**src/rtl/wb_regbank_slave.sv**
```systemverilog
// Wishbone classic slave fronting an N-register bank.
// Handles byte-lane writes, latency-delayed reads and error termination.
module wb_regbank_slave #(
    parameter int              AW      = 16,
    parameter int              DW      = 16,
    parameter int              N_REGS  = 4,
    parameter logic [AW-1:0]   BASE    = '0,
    parameter int              STRIDE  = 2,
    parameter int              RD_LAT  = 1,
    parameter logic [N_REGS-1:0] RO_MASK = '0,
    localparam int             IDXW    = (N_REGS > 1) ? $clog2(N_REGS) : 1,
    localparam int             SW      = DW / 8
) (
    input  logic            i_wb_clk,
    input  logic            i_wb_rst_n,
    input  logic            i_wb_cyc,
    input  logic            i_wb_stb,
    input  logic            i_wb_we,
    input  logic [AW-1:0]   i_wb_adr,
    input  logic [DW-1:0]   i_wb_data,
    input  logic [SW-1:0]   i_wb_sel,
    output logic            o_wb_ack,
    output logic            o_wb_err,
    output logic [DW-1:0]   o_wb_data,
    output logic [IDXW-1:0] o_reg_idx,
    output logic [DW-1:0]   o_reg_wdata,
    output logic [SW-1:0]   o_reg_be,
    output logic            o_reg_we,
    output logic            o_reg_re,
    input  logic [DW-1:0]   i_reg_rdata
);

    localparam int           SH    = $clog2(STRIDE);
    localparam int           NEXT  = 2 ** IDXW;
    localparam logic [AW:0]  SPAN  = (AW + 1)'(N_REGS * STRIDE);
    localparam logic [AW:0]  AMASK = (AW + 1)'(STRIDE - 1);
    localparam logic [NEXT-1:0] RO_EXT = NEXT'(RO_MASK);

    typedef enum logic [1:0] {IDLE, RD_WAIT, RESP} state_t;

    state_t          state_q, state_d;
    logic [3:0]      cnt_q, cnt_d;
    logic            ack_d, err_d, we_d, re_d;
    logic [DW-1:0]   data_d, wdata_d;
    logic [IDXW-1:0] idx_d;
    logic [SW-1:0]   be_d;

    // One extra bit keeps the subtraction and range compare from wrapping
    logic [AW:0]     off;
    logic            valid;
    logic [IDXW-1:0] idx;
    logic            ro;

    assign off   = {1'b0, i_wb_adr} - {1'b0, BASE};
    assign valid = (i_wb_adr >= BASE) && (off < SPAN) && ((off & AMASK) == '0);
    assign idx   = IDXW'(off >> SH);
    assign ro    = RO_EXT[idx];

    always_comb begin
        state_d = state_q;
        cnt_d   = cnt_q;
        ack_d   = 1'b0;
        err_d   = 1'b0;
        we_d    = 1'b0;
        re_d    = 1'b0;
        data_d  = o_wb_data;
        idx_d   = o_reg_idx;
        wdata_d = o_reg_wdata;
        be_d    = o_reg_be;
        unique case (state_q)
            IDLE: begin
                if (i_wb_cyc && i_wb_stb) begin
                    if (!valid || (i_wb_we && ro)) begin
                        err_d   = 1'b1;
                        state_d = RESP;
                    end else if (i_wb_we) begin
                        idx_d   = idx;
                        wdata_d = i_wb_data;
                        be_d    = i_wb_sel;
                        we_d    = |i_wb_sel;
                        ack_d   = 1'b1;
                        state_d = RESP;
                    end else begin
                        idx_d   = idx;
                        re_d    = 1'b1;
                        cnt_d   = 4'(RD_LAT - 1);
                        state_d = RD_WAIT;
                    end
                end
            end
            RD_WAIT: begin
                // Master gave up the cycle: drop the read silently
                if (!i_wb_cyc) begin
                    state_d = IDLE;
                end else if (cnt_q != 4'd0) begin
                    cnt_d = cnt_q - 4'd1;
                end else begin
                    data_d  = i_reg_rdata;
                    ack_d   = 1'b1;
                    state_d = RESP;
                end
            end
            RESP:    state_d = IDLE;
            default: state_d = IDLE;
        endcase
    end

    always_ff @(posedge i_wb_clk or negedge i_wb_rst_n) begin
        if (!i_wb_rst_n) begin
            state_q     <= IDLE;
            cnt_q       <= '0;
            o_wb_ack    <= 1'b0;
            o_wb_err    <= 1'b0;
            o_wb_data   <= '0;
            o_reg_idx   <= '0;
            o_reg_wdata <= '0;
            o_reg_be    <= '0;
            o_reg_we    <= 1'b0;
            o_reg_re    <= 1'b0;
        end else begin
            state_q     <= state_d;
            cnt_q       <= cnt_d;
            o_wb_ack    <= ack_d;
            o_wb_err    <= err_d;
            o_wb_data   <= data_d;
            o_reg_idx   <= idx_d;
            o_reg_wdata <= wdata_d;
            o_reg_be    <= be_d;
            o_reg_we    <= we_d;
            o_reg_re    <= re_d;
        end
    end

endmodule
```
**config.mk**
```make
export PLATFORM = sky130hd
export DESIGN_NAME = wb_regbank_slave
export DESIGN_NICKNAME = d
export VERILOG_FILES = /design/src/rtl/wb_regbank_slave.sv
export SDC_FILE = /design/constraint.sdc
export NUM_CORES = 1
export LEC_CHECK = 0
export ABC_AREA = 1
export CORE_MARGIN = 8
export CORE_UTILIZATION = 44
export DETAILED_ROUTE_END_ITERATION = 8
export GPL_TIMING_DRIVEN = 0
export HOLD_SLACK_MARGIN = 0.12
export PLACE_DENSITY = 0.85
export SYNTH_ARGS = -nofsm -noshare
export SYNTH_HDL_FRONTEND = slang
export SYNTH_SLANG_ARGS = --single-unit
```
**constraint.sdc**
```tcl
create_clock -name i_wb_clk -period 3.2 [get_ports i_wb_clk]
set_clock_uncertainty 0.15 [all_clocks]
set_input_delay 0.32 -clock i_wb_clk [delete_from_list [all_inputs] [get_ports i_wb_clk]]
set_output_delay 0.32 -clock i_wb_clk [all_outputs]
set_load 0.005 [all_outputs]
```
==> impl_metrics.ini, run 1 <==
[synthesis]
ys_warn_count = 0
avgSynthCellArea_um2 = 10.3
synth_top_flop_cell = dfrtp_1
synth_edf_count = 0
syn-instance-count = 197
synth_fp_nets = 254
ys_ff_latch = 46
synth_cell_types = 23
ys_async_sr_fraction = 1.00
yosysSeqAreaShare = 0.569
netlist_area_mm2 = 0.00202

[global_routing]
grt_pass1_wl_mm = 8.38
grt_pass1_vias = 1795
antenna_found_initial = 0
grt_max_degree = 25
grt_remaining_overflow = 0
grt_usage = 0.143

[status]
outcome = completed

[floorplan]
ioPinCount = 95
dieArea_mm2 = 0.00703
fp-row-count = 24
die_x_um = 83.8
start_util = 0.462
die_h_um = 83.8
core_area_mm2 = 0.00438

[sta]
setup_viol = 0
fin_tns_setup_ns = 0
fin_crit_sh = 0.576
fmax_mhz = 542
hold_viol_final = 0
min_period_ns = 1.84
setup_ws_ns = 1.36
tightest_slew_ns = 0.575
rsz0062_at_grt = false
drv_slew = 0
relSlewSlack = 0.617

[worst_hold_path]
hold_class = in2reg

[clock_tree]
h-tree-depth = 2
clk_latency_ns = 0.28
clockBufferDepth = 2
cts_sinks = 46
tritoncts = done
clk_pin_slew_ns = 0.09
post_cts_resized = 0
cts_hold_buf = 1
root_buffer = clkbuf_8
post_cts_buffers = 0
cts_buffers = 5

[layout]
diodes = 0
n_fill_cell = 343
final_layout_size_suffix_gt1_frac = 0.140
nets = 356
instances_no_fill = 352
syn_to_final_growth_pct = 56.4

[power_and_ir_drop]
power_frac_clock = 0.229
internal_power_w = 0.00135
seq_power_share = 0.423
power_w = 0.00185
p_leak_nw = 1.52
p_comb_frac = 0.347
peakVddDrop_v = 0.000427
power.switching_w = 0.000507
cellPowerDensity_mw_per_mm2 = 585
sw_frac_of_total = 0.274

[route]
drc = 0
vias = 1675
wl_per_cell_um = 14.2
viasPerCell = 4.76
drt_iter0_drc = 43
firstDrtPassIters = 4
ant_nets = 0
routed_wl_mm = 5.00

[worst_setup_path]
critPathCaptureType = register
cp.required_ns = 3.23
crit_fanout = 10
worstSetupStartpointType = register
crit_arrival_ns = 1.87
critical_path_class = reg2reg

[flow_run]
drv_cap = 0

[placement]
numPortBuffers = 93
pre_cts_ws_ns = 1.18
dp.cells = 343
place_hpwl_mm = 4.09
gp_congestion = 0.780
## cell families (layout without fill, tap and decap cells)
logic type      count (synthesis)  after routing  share of synthesized area
simple gates                  104            104                      0.227
flops                          46             46                      0.569
buf+inv                        20            123                     0.0698
mux                            16             16                     0.0927
compound gates                  8              8                     0.0253
fa+ha+maj                       2              2                     0.0124
xor+xnor                        1              1                    0.00433
## synth_stat cells, drive strengths merged, types with 2 or more instances
master	count	area, µm²
nand2	63	246
dfrtp	46	1150
nand3	19	95.1
mux2	16	188
nor2	16	67.6
inv	13	48.8
buf	5	65.1
a21oi	4	23.8
o21ai	4	27.5
nand4	3	18.8
clkbuf	2	27.5
ha	2	25.0
## through the flow
stage | cell area [µm²] | hold WS, ns | utilization
final | 3170 | 0.161 | 0.722
after global routing | 3170 | 0.155 | 0.722
after CTS | 3170 | 0.155 | 0.722
after detailed placement | 3040 | 0.197 | 0.694
after global placement | 3020 | 0.305 | 0.689
after floorplan | 2020 | -0.126 | -
## cell type report
cell class | instances | area (µm²) | share of cell area
sequential | 46 | 1150 | 0.364
timing repair buffer | 95 | 963 | 0.304
multi-input combinational | 131 | 732 | 0.231
buffer | 7 | 92.6 | 0.0292
clock buffer | 5 | 68.8 | 0.0217
tap | 52 | 65.1 | 0.0206
inverter | 13 | 48.8 | 0.0154
clock inverter | 3 | 43.8 | 0.0138
## registers in the layout, summed over array words and instances (netlist names)
signal and count:
o_reg_idx 2, o_wb_data 16, o_wb_ack 1, state_q 2, o_reg_wdata 16, o_reg_we 1
o_reg_be 2, o_wb_err 1, o_reg_re 1, cnt_q 4
## worst max-delay path, cell delays in order (launching register included)
cell	delay (ns)
dfrtp_1	0.40
inv_1	0.11
ha_1	0.15
nor3b_4	0.29
nand2_4	0.15
buf_6	0.18
mux2_4	0.30
## routing by layer
metal | vias up | GRT usage | wire (µm)
li1 | 835 | - | -
met1 | 782 | 0.156 | 1980
met4 | 0 | 0.0283 | 49
met3 | 6 | 0.0596 | 376
met5 | - | 0 | 0
met2 | 52 | 0.251 | 2600
## layout by cell type, fill, tap and decap left out, types with 2 or more instances in the layout
cell type / Yosys / final
a21oi_1: 3 / 3
o21ai_0: 2 / 2
inv_1: 13 / 13
nand2_1: 61 / 61
mux2_4: 2 / 2
mux2_2: 14 / 14
buf_6: 4 / 4
clkdlybuf4s50_1: 0 / 92
nand3_1: 19 / 19
nor2_2: 3 / 3
clkbuf_8: 2 / 7
ha_1: 2 / 2
o21ai_2: 2 / 2
dfrtp_1: 46 / 46
nor2_1: 13 / 13
nand4_1: 3 / 3
## power groups by stage
stage	Combinational [W]	Sequential, W	Clock (W)
floorplan	0.000290	0.000797	0
global placement	0.000636	0.000785	0
detailed placement	0.000654	0.000795	0
CTS	0.000657	0.000786	0.000436
global route	0.000713	0.000801	0.000462
finish	0.000643	0.000784	0.000425
## worst paths after layout
| kind | from | to | slack (ns) | cells past startpoint |
|---|---|---|---|---|
| max | cnt_q[0] | o_wb_data[8] | 1.36 | 6 |
| min reg2reg | o_reg_wdata[0] | o_reg_wdata[0] | 0.32 | 2 |
| max reg2reg | cnt_q[0] | o_wb_data[8] | 1.36 | 6 |
| min | i_wb_we | o_reg_wdata[2] | 0.16 | 3 |
| min in group asynchronous | i_wb_rst_n | o_reg_wdata[2] | 0.41 | 2 |
| max in group asynchronous | i_wb_rst_n | o_wb_data[10] | 1.98 | 3 |
Note: power is estimated with default switching activity, not from simulation.
==> inputs of run 2 (changes only) <==
--- a/config.mk
+++ b/config.mk
@@ -7,11 +7,11 @@
 export LEC_CHECK = 0
 export ABC_AREA = 1
 export CORE_MARGIN = 8
-export CORE_UTILIZATION = 44
+export CORE_UTILIZATION = 37
 export DETAILED_ROUTE_END_ITERATION = 8
 export GPL_TIMING_DRIVEN = 0
 export HOLD_SLACK_MARGIN = 0.12
-export PLACE_DENSITY = 0.85
+export PLACE_DENSITY = 0.76
 export SYNTH_ARGS = -nofsm -noshare
 export SYNTH_HDL_FRONTEND = slang
 export SYNTH_SLANG_ARGS = --single-unit
==> constraint.sdc (replaced) <==
create_clock -name i_wb_clk -period 1.6 [get_ports i_wb_clk]
set_clock_uncertainty 0.15 [all_clocks]
set_input_delay 0.16 -clock i_wb_clk [delete_from_list [all_inputs] [get_ports i_wb_clk]]
set_output_delay 0.16 -clock i_wb_clk [all_outputs]
set_load 0.005 [all_outputs]
==> run 2 against run 1 <==
Compared with the run above: largest power group is now combinational logic; utilization is 8.6 points lower; first-iteration DRC count is 35% lower; largest cell class is now buffers; highest routed layer unchanged; the flow now finishes with violations (negative setup slack); register-to-register slack worse by 1.4 ns; wire length is 9.7% higher.
==> impl_metrics.ini, run 2 (synthesis gave the netlist of run 1 again) <==
[clock_tree]
root_buffer = clkbuf_8
tritoncts = done
h-tree-depth = 2
cts_buffers = 5
clk_latency_ns = 0.29
clockBufferDepth = 2
cts_sinks = 46
clk_pin_slew_ns = 0.08

[layout]
diodes = 0
syn_to_final_growth_pct = 69.7
nets = 374
final_layout_size_suffix_gt1_frac = 0.223
final_common_cell = clkdlybuf4s50_1
finalInstanceArea_mm2 = 0.00344
instances_no_fill = 390
layout_common_cells = 86 x clkdlybuf4s50_1, 54 x nand2_1, 46 x dfrtp_1
reg_top3 = o_reg_wdata (16), o_wb_data (16), cnt_q (4)

[status]
violations = negative setup slack
outcome = complete, but fails checks

[sta]
drv_slew = 0
rsz0062_at_grt = true
setup_ws_ns = -0.0908
hold_viol_final = 0
fin_crit_sh = 1.06
relSlewSlack = 0.720
tightest_slew_ns = 0.420
fmax_mhz = 591
setup_viol = 20
min_period_ns = 1.69

[route]
drt_iter0_drc = 28
routed_wl_mm = 5.49
viasPerCell = 4.48
firstDrtPassIters = 4
wl_per_cell_um = 14.1
vias = 1749
ant_nets = 0
drc = 0

[power_and_ir_drop]
peakVddDrop_v = 0.000814
p_leak_nw = 1.67
cellPowerDensity_mw_per_mm2 = 1170

[worst_setup_path]
reg2reg_from = cnt_q[0]
critPathTopFamily = flip-flops
critical_path_class = reg2reg
slowest_stage = dfrtp_1
path_depth = 6
worst-path-buf-inv = 2
critical_path.max_stage_delay_ns = 0.41
cp.required_ns = 1.63
r2r_slack_ns = -0.09
crit_arrival_ns = 1.73
crit_chain = inv_2 -> ha_4 -> nor3b_4 -> nand2_4 -> buf_8 -> mux2_4
reg2reg_depth = 6
critPathCaptureType = register
crit_path_start = cnt_q[0]
cp-endpoint = o_wb_data[10]
crit_fanout = 10
worstSetupStartpointType = register
regToRegEndpoint = o_wb_data[10]

[floorplan]
ioPinCount = 95
fp-row-count = 27
die_x_um = 90.0
core_area_mm2 = 0.00541
die_h_um = 90.0
start_util = 0.375
dieArea_mm2 = 0.00809

[global_routing]
grt_max_degree = 31
grt_remaining_overflow = 0
antenna_found_initial = 0
grt_pass1_wl_mm = 9.22
grt_usage = 0.136
grt_pass1_vias = 1902

[flow_run]
drv_cap = 0

[placement]
place_hpwl_mm = 4.06
gp_congestion = 0.730
dp.cells = 363
placed_cell_area_mm2 = 0.00307
numPortBuffers = 93

[worst_hold_path]
min_from = i_wb_adr[13]
hold_class = in2reg
## run 2: worst min path at each step
stage	endpoint	cells past startpoint
after floorplan	cnt_q[0]	0
after global placement	o_reg_wdata[0]	3
after detailed placement	o_reg_wdata[4]	1
after CTS	o_reg_wdata[4]	2
after global routing	o_wb_err	4
final	o_wb_err	4
## run 2: power by group
part	leakage [nW]	internal, W	switching (W)
registers	0.610	0.00142	0.000161
logic	1.01	0.00100	0.000586
clock network	0.0524	0.000468	0.000381
total	1.67	0.00289	0.00113
## run 2: worst register-to-register path, cell delays in order (launching register included)
cell	delay (ns)
dfrtp_1	0.41
inv_2	0.09
ha_4	0.11
nor3b_4	0.28
nand2_4	0.10
buf_8	0.15
mux2_4	0.29
## run 2: area by class of cell
type	count	area [µm²]
sequential	46	1150
buffer	7	97.6
multi-input combinational	131	806
clock buffer	7	76.3
inverter	13	48.8
tap	72	90.1
timing repair buffer	113	1140
fill	449	1970
clock inverter	1	30.0
## run 2: repair_timing
item | in CTS | in global routing
buffers inserted | 7 | 8
gates resized for setup | 1 | 23
cloned | 0 | 2
pin swaps | 1 | 15
endpoints found under the hold margin | 56 | 0
hold buffers | 2 | 0
endpoints found under the setup margin | 21 | 35
## run 2: per-layer routing
layer / GRT usage / routed length (µm)
met5: 0 / 0
met4: 0.0333 / 54
met3: 0.0490 / 347
met2: 0.248 / 2990
met1: 0.146 / 2090
## run 2: metrics by stage
| step | utilization | total power [W] | hold WS [ns] | setup TNS, ns | setup WS [ns] |
|---|---|---|---|---|---|
| 5_1_grt | 0.636 | 0.00426 | 0.136 | -2.22 | -0.137 |
| 4_1_cts | 0.603 | 0.00387 | 0.188 | -1.06 | -0.0882 |
| 3_5_place_dp | 0.569 | 0.00290 | -0.0332 | -7.86 | -0.258 |
| 2_1_floorplan | - | 0.00219 | -0.286 | -0.230 | -0.0470 |
| 6_report | 0.636 | 0.00402 | 0.115 | -1.15 | -0.0908 |
| 3_3_place_gp | 0.566 | 0.00286 | 0.301 | -55.20 | -1.06 |
==> inputs of run 3 (changes only) <==
--- a/config.mk
+++ b/config.mk
@@ -7,11 +7,12 @@
 export LEC_CHECK = 0
 export ABC_AREA = 1
 export CORE_MARGIN = 8
-export CORE_UTILIZATION = 37
+export CORE_UTILIZATION = 44
 export DETAILED_ROUTE_END_ITERATION = 8
 export GPL_TIMING_DRIVEN = 0
 export HOLD_SLACK_MARGIN = 0.12
-export PLACE_DENSITY = 0.76
+export PLACE_DENSITY = 0.85
+export SETUP_SLACK_MARGIN = 0.15
 export SYNTH_ARGS = -nofsm -noshare
 export SYNTH_HDL_FRONTEND = slang
 export SYNTH_SLANG_ARGS = --single-unit
==> constraint.sdc (replaced) <==
create_clock -name i_wb_clk -period 2 [get_ports i_wb_clk]
set_clock_uncertainty 0.15 [all_clocks]
set_input_delay 0.2 -clock i_wb_clk [delete_from_list [all_inputs] [get_ports i_wb_clk]]
set_output_delay 0.2 -clock i_wb_clk [all_outputs]
set_load 0.005 [all_outputs]
==> run 3 against run 2 <==
Compared with the run above: the run now ends clean; die area is 13% lower; wire length is 7.2% lower; worst hold slack better by 0.18 ns; maximum frequency is 4.1% lower; utilization is 9.8 points higher; critical path type unchanged; largest power group is now registers; highest routed layer unchanged.
==> impl_metrics.ini, run 3 (synthesis gave the netlist of run 1 again) <==
[global_routing]
grt_usage = 0.144
grt_max_degree = 25
grt_pass1_vias = 1808
grt_pass1_wl_mm = 8.42
antenna_found_initial = 0
grt_remaining_overflow = 0

[worst_setup_path]
crit_chain = inv_1 -> ha_1 -> nor3b_4 -> nand2_4 -> buf_6 -> mux2_4
critPathCaptureType = register
critical_path.max_stage_delay_ns = 0.40
crit_fanout = 10
slowest_stage = dfrtp_1
crit_arrival_ns = 1.79
cp.required_ns = 2.03
worstSetupStartpointType = register
critical_path_class = reg2reg

[sta]
rsz0062_at_grt = false
fin_crit_sh = 0.882
setup_viol = 0
drv_slew = 0
min_period_ns = 1.76
fmax_mhz = 567
relSlewSlack = 0.615
hold_viol_final = 0
tightest_slew_ns = 0.577

[placement]
placed_cell_area_mm2 = 0.00304
numPortBuffers = 93
place_hpwl_mm = 4.09
gp_congestion = 0.780

[layout]
register_area_mm2 = 0.00115
diodes = 0
final_common_cell = clkdlybuf4s50_1
finalInstanceArea_mm2 = 0.00322
final_layout_size_suffix_gt1_frac = 0.160
nets = 362
n_fill_cell = 334
syn_to_final_growth_pct = 59.0
multi_input_area_um2 = 737
reg_top3 = o_reg_wdata (16), o_wb_data (16), cnt_q (4)
layout_common_cells = 92 x clkdlybuf4s50_1, 61 x nand2_1, 46 x dfrtp_1

[worst_hold_path]
hold_class = in2async

[route]
wl_per_cell_um = 14.2
viasPerCell = 4.76
firstDrtPassIters = 4
drt_iter0_drc = 51
drc = 0
vias = 1703
routed_wl_mm = 5.09
ant_nets = 0

[power_and_ir_drop]
power_w = 0.00300
p_leak_nw = 1.54
peakVddDrop_v = 0.000682
cellPowerDensity_mw_per_mm2 = 934

[floorplan]
die_h_um = 83.8
start_util = 0.462
fp-row-count = 24
dieArea_mm2 = 0.00703
core_area_mm2 = 0.00438
die_x_um = 83.8
ioPinCount = 95

[status]
outcome = completed

[clock_tree]
cts_buffers = 5
clk_latency_ns = 0.28
clk_pin_slew_ns = 0.09
h-tree-depth = 2
tritoncts = done
cts_sinks = 46
clockBufferDepth = 2
root_buffer = clkbuf_8

[flow_run]
drv_cap = 0
==> run 3: final timing paths <==
path	slack (ns)	to	from	cells past startpoint
min	0.29	o_reg_wdata[2]	i_wb_rst_n	2
max reg2reg	0.24	o_wb_data[8]	cnt_q[1]	6
max	0.24	o_wb_data[8]	cnt_q[1]	6
min reg2reg	0.32	o_reg_wdata[0]	o_reg_wdata[0]	2
min in group i_wb_clk	0.30	o_reg_idx[0]	i_wb_adr[1]	3
max in group asynchronous	0.90	o_wb_data[10]	i_wb_rst_n	3
==> run 3: metal layers <==
layer  track usage  up-vias  part of all wire
met3        0.0596        6             0.070
met5             0        -                 0
met2         0.253       48              0.52
li1              -      847                 -
met4        0.0283        0            0.0090
met1         0.158      802              0.40
==> run 3: repair_timing <==
action | 4_1_cts | 5_1_grt
hold buffers | 2 | 0
pin swaps | 1 | 1
setup endpoints to repair | 2 | 19
setup buffers | 3 | 2
endpoints found under the hold margin | 30 | 0
resized for setup | 0 | 2
==> run 3: area by class of cell <==
type,count,share of cell area
Buffer,7,0.0288
Sequential cell,46,0.358
Timing Repair Buffer,101,0.314
Inverter,13,0.0152
Clock inverter,3,0.0136
Multi-Input combinational cell,131,0.229
Tap cell,52,0.0202
Clock buffer,5,0.0214
==> run 3: metrics by stage <==
step / utilization / hold WS, ns / worst slack (ns) / setup TNS [ns] / cells
2_1_floorplan: - / -0.246 / 0.316 / 0 / 197
5_1_grt: 0.734 / 0.310 / 0.161 / 0 / 358
3_3_place_gp: 0.689 / 0.305 / -0.676 / -30.99 / 342
6_report: 0.734 / 0.294 / 0.236 / 0 / 358
3_5_place_dp: 0.694 / 0.0769 / 0.0950 / 0 / 343
4_1_cts: 0.729 / 0.296 / 0.195 / 0 / 356
==> run 3: critical path, delay by kind of cell, from the launching register on <==
kind                       cells  cell delay, ns
muxes                          1            0.30
adders and majority gates      1            0.14
and+or+nand+nor                2            0.41
DFF                            1            0.40
buffers and inverters          2            0.25
==> run 3: power breakdown <==
part	internal (W)	switching, W
logic	0.000667	0.000404
registers	0.00114	0.000120
clock network	0.000374	0.000304
